==> config.mk <==
export PLATFORM = sky130hd
export DESIGN_NAME = mean_avg_ctrl
export DESIGN_NICKNAME = d
export VERILOG_FILES = /design/src/rtl/cartoon_pkg.sv /design/src/rtl/pixel_fifo.sv /design/src/rtl/mean_avg_ctrl.sv
export SDC_FILE = /design/constraint.sdc
export NUM_CORES = 1
export LEC_CHECK = 0
export ABC_AREA = 1
export BUFFER_PORTS_ARGS = -buffer_cell sky130_fd_sc_hd__buf_2
export CAP_MARGIN = 40
export CORE_AREA = 2 2 192 194
export CTS_CLUSTER_DIAMETER = 30
export DETAILED_ROUTE_END_ITERATION = 12
export DIE_AREA = 0 0 194 196
export MAX_ROUTING_LAYER = met4
export PLACE_DENSITY_LB_ADDON = 0.3
export SLEW_MARGIN = 10
export SYNTH_ARGS = -nofsm -noshare
export SYNTH_HDL_FRONTEND = slang
export SYNTH_SLANG_ARGS = --single-unit
export TNS_END_PERCENT = 10
==> constraint.sdc <==
create_clock -name clk -period 3 [get_ports clk]
set_input_delay 0.45 -clock clk [delete_from_list [all_inputs] [get_ports clk]]
set_output_delay 0.45 -clock clk [all_outputs]
set_load 0.01 [all_outputs]
==> src/rtl/cartoon_pkg.sv <==
// cartoon_pkg: shared widths and types for the mean-average controller
package cartoon_pkg;
    localparam int PIXEL_W  = 24;
    localparam int WINDOW_W = 216;
    typedef enum logic [1:0] {IDLE, RUN, DRAIN, DONE} ctrl_state_t;
    typedef logic [PIXEL_W-1:0] pixel_t;
endpackage

==> src/rtl/pixel_fifo.sv <==
// pixel_fifo: synchronous first-word fall-through FIFO with occupancy count
module pixel_fifo
    import cartoon_pkg::*;
#(
    parameter int DEPTH = 4,
    parameter int CW    = $clog2(DEPTH + 1)
) (
    input  logic          clk,
    input  logic          n_rst,
    input  logic          push,
    input  logic          pop,
    input  pixel_t        din,
    output pixel_t        dout,
    output logic [CW-1:0] count,
    output logic          empty
);
    localparam int AW = DEPTH > 1 ? $clog2(DEPTH) : 1;
    pixel_t mem [DEPTH];
    logic [AW-1:0] wr_ptr, rd_ptr;
    logic full, do_push, do_pop;
    assign empty   = count == '0;
    assign full    = count == CW'(DEPTH);
    assign do_pop  = pop && !empty;
    assign do_push = push && (!full || do_pop);
    assign dout    = empty ? '0 : mem[rd_ptr];
    always_ff @(posedge clk)
        if (!n_rst) begin
            wr_ptr <= '0;
            rd_ptr <= '0;
            count  <= '0;
            for (int i = 0; i < DEPTH; i++) mem[i] <= '0;
        end else begin
            if (do_push) begin
                mem[wr_ptr] <= din;
                wr_ptr      <= wr_ptr == AW'(DEPTH - 1) ? '0 : wr_ptr + 1'b1;
            end
            if (do_pop) rd_ptr <= rd_ptr == AW'(DEPTH - 1) ? '0 : rd_ptr + 1'b1;
            count <= count + CW'(do_push) - CW'(do_pop);
        end
    // a dropped push would silently lose a datapath result
    always_ff @(posedge clk)
        if (n_rst) assert (!(push && !do_push));
endmodule

==> src/rtl/mean_avg_ctrl.sv <==
// mean_avg_ctrl: credit-based scheduler between the window source and mean-average datapath
// Defining MEAN_AVG_CTRL_PERF_EN adds the saturating stall_cycles counter port.
module mean_avg_ctrl
    import cartoon_pkg::*;
#(
    parameter int WIDTH      = 640,
    parameter int HEIGHT     = 480,
    parameter int LATENCY    = 3,
    parameter int FIFO_DEPTH = 4
) (
    input  logic                clk,
    input  logic                n_rst,
    input  logic                start,
    output logic                busy,
    output logic                frame_done,
    input  logic                win_valid,
    output logic                win_ready,
    input  logic [WINDOW_W-1:0] win_data,
    input  logic                win_edge,
    output logic [WINDOW_W-1:0] dp_pixelData,
    output logic                dp_isEdge,
    input  logic [PIXEL_W-1:0]  dp_f_pixel,
    output logic                out_valid,
    input  logic                out_ready,
    output logic [PIXEL_W-1:0]  out_pixel,
    output logic                out_last
`ifdef MEAN_AVG_CTRL_PERF_EN
    ,
    output logic [31:0]         stall_cycles
`endif
);
    localparam int TOTAL = WIDTH * HEIGHT;
    localparam int NW    = $clog2(TOTAL + 1);
    localparam int CW    = $clog2(FIFO_DEPTH + 1);
    localparam int IW    = $clog2(LATENCY + 2);

    ctrl_state_t state;
    logic [NW-1:0] issued, popped;
    logic [LATENCY:0] tag;
    logic [LATENCY-2:0] edge_pipe;
    logic [LATENCY-1:0] edge_next;
    logic [IW-1:0] inflight;
    logic [CW-1:0] fifo_count;
    logic fifo_empty, hs, pop;

    always_comb begin
        inflight = '0;
        for (int i = 0; i <= LATENCY; i++) inflight = inflight + IW'(tag[i]);
    end

    // every accepted window owns a FIFO slot until its result is popped
    assign win_ready  = state == RUN && int'(fifo_count) + int'(inflight) < FIFO_DEPTH
                        && issued < NW'(TOTAL);
    assign hs         = win_valid && win_ready;
    assign out_valid  = !fifo_empty;
    assign pop        = out_valid && out_ready;
    assign out_last   = out_valid && popped == NW'(TOTAL - 1);
    assign busy       = state == RUN || state == DRAIN;
    assign frame_done = state == DONE;
    assign edge_next  = {edge_pipe, hs && win_edge};
    assign dp_isEdge  = edge_pipe[LATENCY-2];

    always_ff @(posedge clk)
        if (!n_rst) begin
            state        <= IDLE;
            issued       <= '0;
            popped       <= '0;
            tag          <= '0;
            edge_pipe    <= '0;
            dp_pixelData <= '0;
        end else begin
            tag       <= {tag[LATENCY-1:0], hs};
            edge_pipe <= edge_next[LATENCY-2:0];
            if (hs) begin
                dp_pixelData <= win_data;
                issued       <= issued + 1'b1;
            end
            if (pop) popped <= popped + 1'b1;
            if (state == IDLE && start) begin
                state  <= RUN;
                issued <= '0;
                popped <= '0;
            end else if (state == RUN && issued == NW'(TOTAL)) state <= DRAIN;
            else if (state == DRAIN && inflight == '0 && fifo_empty) state <= DONE;
            else if (state == DONE) state <= IDLE;
        end

    pixel_fifo #(.DEPTH(FIFO_DEPTH)) u_fifo (
        .clk   (clk),
        .n_rst (n_rst),
        .push  (tag[LATENCY]),
        .pop   (pop),
        .din   (dp_f_pixel),
        .dout  (out_pixel),
        .count (fifo_count),
        .empty (fifo_empty)
    );

`ifdef MEAN_AVG_CTRL_PERF_EN
    always_ff @(posedge clk)
        if (!n_rst || (state == IDLE && start)) stall_cycles <= '0;
        else if (state == RUN && win_valid && !win_ready && stall_cycles != '1)
            stall_cycles <= stall_cycles + 1'b1;
`endif
endmodule

==> run summary, run 1 <==
Setup TNS - -0.0692 ns
Num rows - 70
Post-route DRC - 0
Reg-to-reg startpoint - tag[0]
Peak supply drop - 0.480 mV
Slew @ Worst Pin - 1.21 ns
FF-to-FF End - dp_pixelData[61]
Commonest cells after routing, fill and taps aside - 509 x nand2_1, 490 x buf_2, 269 x dfxtp_1
Nets@finish - 2578
Hold Vio Cnt, Final - 0
Syn nets - 2040
Inserted Clock Buffers - 86
Total Die Area - 38000 sq um
Slew HR - 19.6%
GRT Total Usage - 24.3%
Worst-Skew Late Latency - 0.59 ns
Iter 0 DRT Violations - 775
Post-Route WL - 48.5 mm
P_leak - 9.33 nW
Worst path required time - 2.55 ns
Reg2reg setup slack - 0.01 ns
Sequential share of the synthesized area - 57.2%
Commonest non-fill, non-tap cell in the layout - nand2_1
Hpwl dp - 30.9 mm
Root buf cell - clkbuf_16
Number of global-route vias before repair - 13.6k
Min Tclk post-route - 3.07 ns
Pin count of the biggest net entering global routing - 221
Distinct cells, synth - 33
IO buf count - 491
Initial Util - 40.3%
Worst Skew - 0.0272 ns
Gpl congestion - 0.858
Yosys warns - 0
Syn-to-layout area delta - 46.4%
Final core occ - 59.0%
Hold path endpoint - edge_pipe[0]
Placed cell area - 17500 sq um
CP arrival - 2.62 ns
Routed Antenna Nets - 0
Class of the most critical setup path - register to primary output
RSZ-0062 raised after global routing - true
DIE WIDTH - 194 microns
Final instance area - 21300 sq um
Hold depth - 3
H-tree depth - 3
HP Start - win_edge
Crit Path Max Fanout - 2
Final Cycle Share - 102%
Die Ht - 196 microns
Total design power - 17.8 mW
CORE AREA - 36100 sq um
Failing checks - negative setup slack
Syn Std Cell Area - 14500 sq um
Max-Cap Viols - 0
Total vias in the final route - 14.0k
Share of layout cells above drive strength 1 - 32.0%
Final Setup Violations - 1
First-pass GRT wire length - 71.5 mm
HP Class - primary input to register
Setup ws final - -0.0692 ns
Clk sink count - 367
Worst setup startpoint - tag[0]
Vias per inst - 4.86
Clock Path Buffers - 3
Clock transition at path regs - 0.05 ns
Drt wl/cell - 16.9 microns
Slew Viols, Final - 0
Initial antenna violation count - 21
R2r worst-path depth - 17
PD cells - 837 nW/um^2
TritonCTS clock tree - done
F_max - 326 MHz
Final std cells w/o fill - 2875
Drt first pass iters - 5
Io pins - 492
Syn Area/Cell - 8.18 sq um
Synth Instances - 1777
#FFs+latches synth - 367
Worst Setup Start Kind - register
Worst Setup End Kind - primary output
Outcome - finished, violations left
Placed Cells - 2670
Total gr overflow - 0
==> cell type report <==
cell class,count,area (sq um)
Timing Repair Buffer,554,3450
Tap cell,468,586
Multi-Input combinational cell,1222,5520
Antenna cell,22,55.1
Inverter,84,333
Fill cell,3200,14800
Clock buffer,99,2260
Clock inverter,59,759
Sequential cell,367,8310
==> what timing repair did <==
action,in CTS,in global routing
gates cloned,0,10
setup buffers,2,14
pin swaps,7,9
endpoints found under the setup margin,1,142
hold buffers,0,0
gates resized for setup,10,65
==> kinds of logic after synthesis <==
family	share of synthesized area [%]
buffers and inverters	6.10
DFF	57.2
AOI/OAI and AO/OA	11.7
and+or+nand+nor	22.7
xor gates and xnor gates	0.783
adders and majority gates	1.57
==> worst max-delay path: stages (launching register included) <==
cell     delay [ns]
dfxtp_2        0.33
inv_2          0.04
fa_1           0.53
inv_1          0.04
ha_2           0.18
ha_4           0.29
ha_4           0.19
nand2_2        0.05
nor2_2         0.03
nor2_2         0.11
nand2_1        0.06
inv_1          0.06
buf_6          0.10
==> per-layer routing <==
layer	vias to the layer above	part of all wire [%]	track usage (%)
li1	6849	-	-
met1	6481	39	27.4
met2	529	49	38.8
met3	113	8.7	7.74
met4	0	3.5	12.6
met5	-	0	-
==> report_power, final <==
group / total, mW / leakage (nW) / internal, mW / switching, mW
Combinational: 2.65 / 4.68 / 1.01 / 1.64
Sequential: 5.53 / 3.19 / 5.37 / 0.162
Clock: 9.64 / 1.46 / 6.62 / 3.02
==> state kept, by name, indices dropped and copies added, names as in the netlist, named ones only <==
signal and count:
u_fifo.rd_ptr 2, issued 19, popped 19, u_fifo.mem 96
tag 4, dp_pixelData 216, edge_pipe 2, u_fifo.wr_ptr 2
state 2, u_fifo.count 3
==> per-stage QoR <==
step	worst slack, ns	hold slack, ns
after floorplan	0.337	0.390
after global placement	0.0879	0.395
after global routing	-0.157	0.0810
final	-0.0692	0.0975
after detailed placement	0.0883	0.401
after CTS	-0.123	0.0663
==> worst max-delay path by stage <==
stage / to / cells after the start
5_1_grt: win_ready / 12
3_5_place_dp: dp_pixelData[143] / 14
6_report: win_ready / 12
4_1_cts: win_ready / 12
2_1_floorplan: issued[17] / 15
3_3_place_gp: dp_pixelData[103] / 14
==> synth_stat cells <==
library cell | instances | area share, %
nor2_1 | 259 | 6.7
buf_1 | 9 | 0.23
clkinv_1 | 3 | 0.077
nand4_1 | 3 | 0.13
nor4_1 | 1 | 0.043
buf_4 | 1 | 0.052
inv_2 | 2 | 0.052
nand3_1 | 23 | 0.79
o21ai_0 | 63 | 2.2
nor2_2 | 1 | 0.043
nand3b_1 | 1 | 0.052
inv_1 | 79 | 2.0
or2_2 | 4 | 0.17
ha_1 | 15 | 1.3
a31oi_1 | 1 | 0.043
nand2_2 | 1 | 0.043
buf_2 | 34 | 1.2
dfxtp_1 | 271 | 37
o211a_1 | 1 | 0.069
o21a_1 | 1 | 0.052
clkbuf_1 | 42 | 1.1
xnor2_1 | 1 | 0.060
buf_6 | 18 | 1.4
xor2_1 | 12 | 0.72
edfxtp_1 | 96 | 20
a21oi_2 | 1 | 0.060
nor3b_1 | 2 | 0.10
fa_1 | 2 | 0.28
nor3_1 | 14 | 0.48
a21oi_1 | 270 | 9.3
o22ai_1 | 1 | 0.043
nand3_2 | 1 | 0.069
nand2_1 | 544 | 14
No activity file was read; power rests on OpenSTA's default activity.
==> run 2, diff against run 1 <==
CORE_AREA = 2 2 190 192   (was 2 2 192 194)
CTS_BUF_LIST = sky130_fd_sc_hd__clkbuf_4 sky130_fd_sc_hd__clkbuf_8   (was not set)
DIE_AREA = 0 0 192 194   (was 0 0 194 196)
==> run summary, run 2 (same netlist as run 1, synthesis figures left out) <==
Hold-fix buffers at CTS - 0
Total Die Area - 37200 sq um
Clock transition at path regs - 0.06 ns
Switching pwr - 4.19 mW
Routed Antenna Nets - 0
Gpl congestion - 0.973
Inserted Clock Buffers - 82
Nets@finish - 2567
Worst Skew - 0.0323 ns
Critical path cell sequence - inv_2, fa_1, inv_2, ha_4, ha_4, ha_4, nand2_2, nor2_2, nor2_2, nand2_1, inv_2, buf_6
H-tree depth - 3
Sw Ratio - 29.7%
CORE AREA - 35200 sq um
Slew HR - 24.2%
Worst Path Buf+Inv - 4
Commonest cells after routing, fill and taps aside - 542 x nand2_1, 490 x buf_2, 269 x dfxtp_1
Worst setup startpoint - tag[0]
P_leak - 8.64 nW
Io pins - 492
Crit Path Max Fanout - 2
TritonCTS clock tree - done
First-pass GRT wire length - 71.3 mm
Hold_ws - 0.0594 ns
Slew @ Worst Pin - 1.14 ns
Final std cells w/o fill - 2851
Clock power frac - 42.6%
Placed cell area - 17500 sq um
Post-route DRC - 0
Number of global-route vias before repair - 13.3k
Placed Cells - 2666
Critical path's slowest cell - fa_1
RSZ-0062 raised after global routing - true
Fillcell total - 3285
Clk sink count - 367
Outcome - finished, violations left
Root buf cell - clkbuf_8
Slew Viols, Final - 0
Max FFs per register - 216
Min Tclk post-route - 3.13 ns
Max-Cap Viols - 0
Final Cycle Share - 104%
HP Class - primary input to register
HP Start - win_edge
Combinational fraction of design power - 18.5%
Worst path required time - 2.55 ns
Share of layout cells above drive strength 1 - 30.8%
CP arrival - 2.68 ns
Iter 0 DRT Violations - 1013
Final Setup Violations - 1
Drt first pass iters - 5
Vias per inst - 4.86
Initial antenna violation count - 18
Peak supply drop - 0.517 mV
Drt wl/cell - 16.8 microns
Initial Util - 41.3%
Syn-to-layout area delta - 35.8%
Largest regs - dp_pixelData (216), u_fifo.mem (96)
Worst Setup End Kind - primary output
Die Ht - 194 microns
Setup ws final - -0.131 ns
Register Area - 8310 sq um
F_max - 319 MHz
Final instance area - 19700 sq um
Failing checks - negative setup slack
Slowest stage delay, CP - 0.56 ns
DIE WIDTH - 192 microns
Clock Path Buffers - 3
Total vias in the final route - 13.9k
Hold Vio Cnt, Final - 0
Class of the most critical setup path - register to primary output
Setup TNS - -0.131 ns
Commonest non-fill, non-tap cell in the layout - nand2_1
Pint - 9.91 mW
Worst Setup Start Kind - register
Hpwl dp - 32.0 mm
GRT Total Usage - 25.3%
Total gr overflow - 0
IO buf count - 491
Reg power frac - 39.0%
Top reg by flops - dp_pixelData
Multi-input logic area - 5460 sq um
Post-Route WL - 48.0 mm
Num rows - 69
Reg-to-reg startpoint - tag[0]
Worst path top cell family by delay - adder cells
Worst-Skew Late Latency - 0.62 ns
PD cells - 714 nW/um^2
Pin count of the biggest net entering global routing - 221
[run 2: tightest hold or removal path, cell delays in order]
cell and delay [ns]:
buf_2 0.08, nand2_1 0.04, nor2_1 0.06
[run 2: path summary, 6_finish.rpt]
| kind | slack [ns] | cells past startpoint | to |
|---|---|---|---|
| setup reg to reg | 0.05 | 17 | dp_pixelData[72] |
| hold reg to reg | 0.40 | 2 | edge_pipe[1] |
| hold / removal | 0.06 | 3 | edge_pipe[0] |
| setup / recovery | -0.13 | 12 | win_ready |
[run 2: what timing repair did]
item	4_1_cts	5_1_grt
cloned	0	8
setup buffers	1	7
gates resized for setup	9	28
endpoints found under the setup margin	1	201
pin swaps	7	8
[run 2: layout make-up]
| type | count | area share [%] |
|---|---|---|
| flip-flops and latches | 367 | 42.1 |
| repair buffers | 547 | 16.2 |
| clock inverters | 41 | 1.90 |
| inverters | 84 | 1.66 |
| multi-input cells | 1222 | 27.7 |
| well taps | 461 | 2.92 |
| clock buffers | 110 | 7.29 |
| diodes | 19 | 0.241 |
[run 2: power groups by stage]
| stage | sequential [mW] | clock [mW] | combinational [mW] |
|---|---|---|---|
| floorplan | 5.66 | 0 | 1.34 |
| global placement | 5.57 | 0 | 2.42 |
| detailed placement | 5.58 | 0 | 2.48 |
| CTS | 5.49 | 6.10 | 2.51 |
| global route | 5.52 | 6.37 | 2.88 |
| finish | 5.49 | 6.00 | 2.61 |
[run 2: layer usage]
metal  track usage [%]  vias to the layer above  share of wire (%)  wire (microns)
met5                 -                        -                  0               0
met4              12.0                        0                3.1            1510
met3              7.57                      102                8.4            4050
met2              40.8                      523                 49           23600
met1              28.8                     6412                 39           18900
li1                  -                     6816                  -               -
[run 2: per-stage QoR]
stage	total power, mW	worst slack, ns	util (%)
after floorplan	7.00	0.337	-
after global placement	7.99	0.0901	49.6
after detailed placement	8.07	0.0492	49.7
after CTS	14.1	-0.177	54.9
after global routing	14.8	-0.258	56.0
final	14.1	-0.131	56.1
==> run 3, diff against run 2 <==
CORE_AREA = 2 2 192 194   (was 2 2 190 192)
DIE_AREA = 0 0 194 196   (was 0 0 192 194)
SYNTH_HIERARCHICAL = 1   (was not set)
==> run summary, run 3 <==
Outcome - finished, violations left
Failing checks - negative setup slack
Synth top area cells - dfxtp_1 36%, edfxtp_1 19%, nand2_1 13%
Total gr overflow - 0
Commonest cells after routing, fill and taps aside - 534 x nand2_1, 490 x buf_2, 271 x a21oi_1
Hpwl dp - 35.3 mm
Max-Cap Viols - 0
Cell taking the most area after synthesis - dfxtp_1
Max layer used - met4
Root buf cell - clkbuf_8
R2r worst-path depth - 15
Worst path required time - 2.55 ns
Synth Instances - 1787
Hold-fix buffers at CTS - 0
P_leak - 8.54 nW
PD cells - 626 nW/um^2
Yosys warns - 6
Initial Util - 42.1%
Placed Cells - 2665
Worst Setup Start Kind - register
FF-to-FF End - dp_pixelData[7]
Hold depth - 3
Final Setup Violations - 1
Routed Antenna Nets - 0
Crit Path Max Fanout - 2
Max FFs per register - 216
Vias per inst - 4.96
HP Class - primary input to register
Initial antenna violation count - 15
Final std cells w/o fill - 2832
Inserted Clock Buffers - 82
Share of layout cells above drive strength 1 - 33.1%
Post-Route WL - 50.0 mm
F_max - 326 MHz
Number of global-route vias before repair - 13.3k
Iter 0 DRT Violations - 963
WL met2 - 24.2 mm
H-tree depth - 3
HP Start - win_data[115]
Drt wl/cell - 17.6 microns
DR WL met3 - 4.44 mm
Worst Skew - 0.0254 ns
Final Cycle Share - 102%
CP arrival - 2.62 ns
Pin count of the biggest net entering global routing - 88
Syn nets - 2050
Post-route DRC - 0
Final instance area - 20000 sq um
Hold path endpoint - dp_pixelData[115]
#FFs+latches synth - 367
Peak supply drop - 0.381 mV
Slew HR - 48.9%
Final core occ - 55.4%
Reg-to-reg startpoint - tag[0]
Critical path's slowest cell - fa_1
Clock transition at path regs - 0.06 ns
Slew @ Worst Pin - 0.765 ns
Die Ht - 196 microns
Total Die Area - 38000 sq um
Top reg by flops - dp_pixelData
Post-synth top area share - 35.7%
Io pins - 492
Metal-1 WL - 19.7 mm
Commonest non-fill, non-tap cell in the layout - nand2_1
Gpl congestion - 0.871
Worst Path Buf+Inv - 5
FFs w/ async S/R, synth - 0%
Class of the most critical setup path - register to primary output
DIE WIDTH - 194 microns
Syn-to-layout area delta - 31.6%
Largest regs - dp_pixelData (216), u_fifo/mem (96)
TritonCTS clock tree - done
Critical path cell sequence - inv_2, fa_1, inv_1, ha_2, ha_4, ha_4, inv_2, nor2_4, nor2_4, nand2_2, inv_2, buf_6
Slowest stage delay, CP - 0.52 ns
Clock Path Buffers - 3
Most common flop cell mapped by yosys - dfxtp_1
Syn Std Cell Area - 15200 sq um
Commonest cells post-synth - 535 x nand2_1, 271 x a21oi_1, 271 x dfxtp_1
Worst path top cell family by delay - adder cells
Worst Setup End Kind - primary output
EDFF count, synth - 96
First-pass GRT wire length - 73.6 mm
Top-count cell post-synth - nand2_1
Worst setup startpoint - tag[0]
Setup ws final - -0.0704 ns
Syn Area/Cell - 8.50 sq um
Drt first pass iters - 5
Distinct cells, synth - 38
Nets@finish - 2546
GRT Total Usage - 25.7%
Setup TNS - -0.0704 ns
Total vias in the final route - 14.0k
Num rows - 70
Worst-Skew Late Latency - 0.63 ns
Reg2reg setup slack - 0.18 ns
Sequential share of the synthesized area - 54.7%
Min Tclk post-route - 3.07 ns
Placed cell area - 17900 sq um
CORE AREA - 36100 sq um
Hold Vio Cnt, Final - 0
RSZ-0062 raised after global routing - true
Clk sink count - 367
Slew Viols, Final - 0
CP dominant cell by count - inv_2
IO buf count - 491
run 3: logic make-up (layout without fill, tap and decap cells):
family          after synthesis  after routing  synth area share [%]
simple gates                848            848                  24.7
flops                       367            367                  54.7
compound gates              345            345                  11.5
buf+inv                     202            764                  7.23
fa+ha+maj                    17             17                  1.50
xor+xnor                      8              8                 0.461
other cells                   0             15                     0
run 3: layout make-up:
cell class	instances	area [sq um]
Timing Repair Buffer	526	2950
Inverter	88	350
Clock buffer	102	1330
Sequential cell	367	8310
Clock inverter	48	564
Tap cell	468	586
Multi-Input combinational cell	1218	5870
Fill cell	3404	16100
Antenna cell	15	37.5
run 3: tightest hold or removal path: stages:
cell	delay, ns
buf_2	0.09
nand2_1	0.05
a21oi_1	0.05
run 3: worst max path at each step:
stage | to | slack (ns) | cells past startpoint
final | win_ready | -0.07 | 12
after global routing | win_ready | -0.23 | 12
after CTS | win_ready | -0.16 | 12
after detailed placement | dp_pixelData[126] | 0.04 | 15
after global placement | dp_pixelData[125] | 0.07 | 15
after floorplan | u_fifo/mem[1][0] | -0.11 | 11
run 3: stage by stage:
| step | total power, mW | setup slack [ns] | hold WS (ns) |
|---|---|---|---|
| after floorplan | 5.89 | -0.110 | 0.390 |
| after global placement | 6.33 | 0.0690 | 0.415 |
| after detailed placement | 6.35 | 0.0438 | 0.414 |
| after CTS | 12.6 | -0.161 | 0.0152 |
| after global routing | 13.0 | -0.225 | 0.0315 |
| final | 12.5 | -0.0704 | 0.0683 |
run 3: power by group:
| group | total [mW] | internal [mW] | switching (mW) |
|---|---|---|---|
| Combinational | 0.930 | 0.360 | 0.570 |
| Clock | 6.27 | 3.85 | 2.42 |
| Sequential | 5.33 | 5.25 | 0.0784 |
run 3: timing repair:
item                                    4_1_cts  5_1_grt
endpoints found under the setup margin        2      101
pin swaps                                     6        4
buffers inserted                              2        0
gates cloned                                  0        1
resized for setup                            15       11
run 3: routing by layer:
metal / up-vias / GRT usage (%)
met5: - / -
met4: 0 / 12.3
met3: 99 / 8.66
met2: 501 / 40.6
met1: 6581 / 29.4
li1: 6854 / -
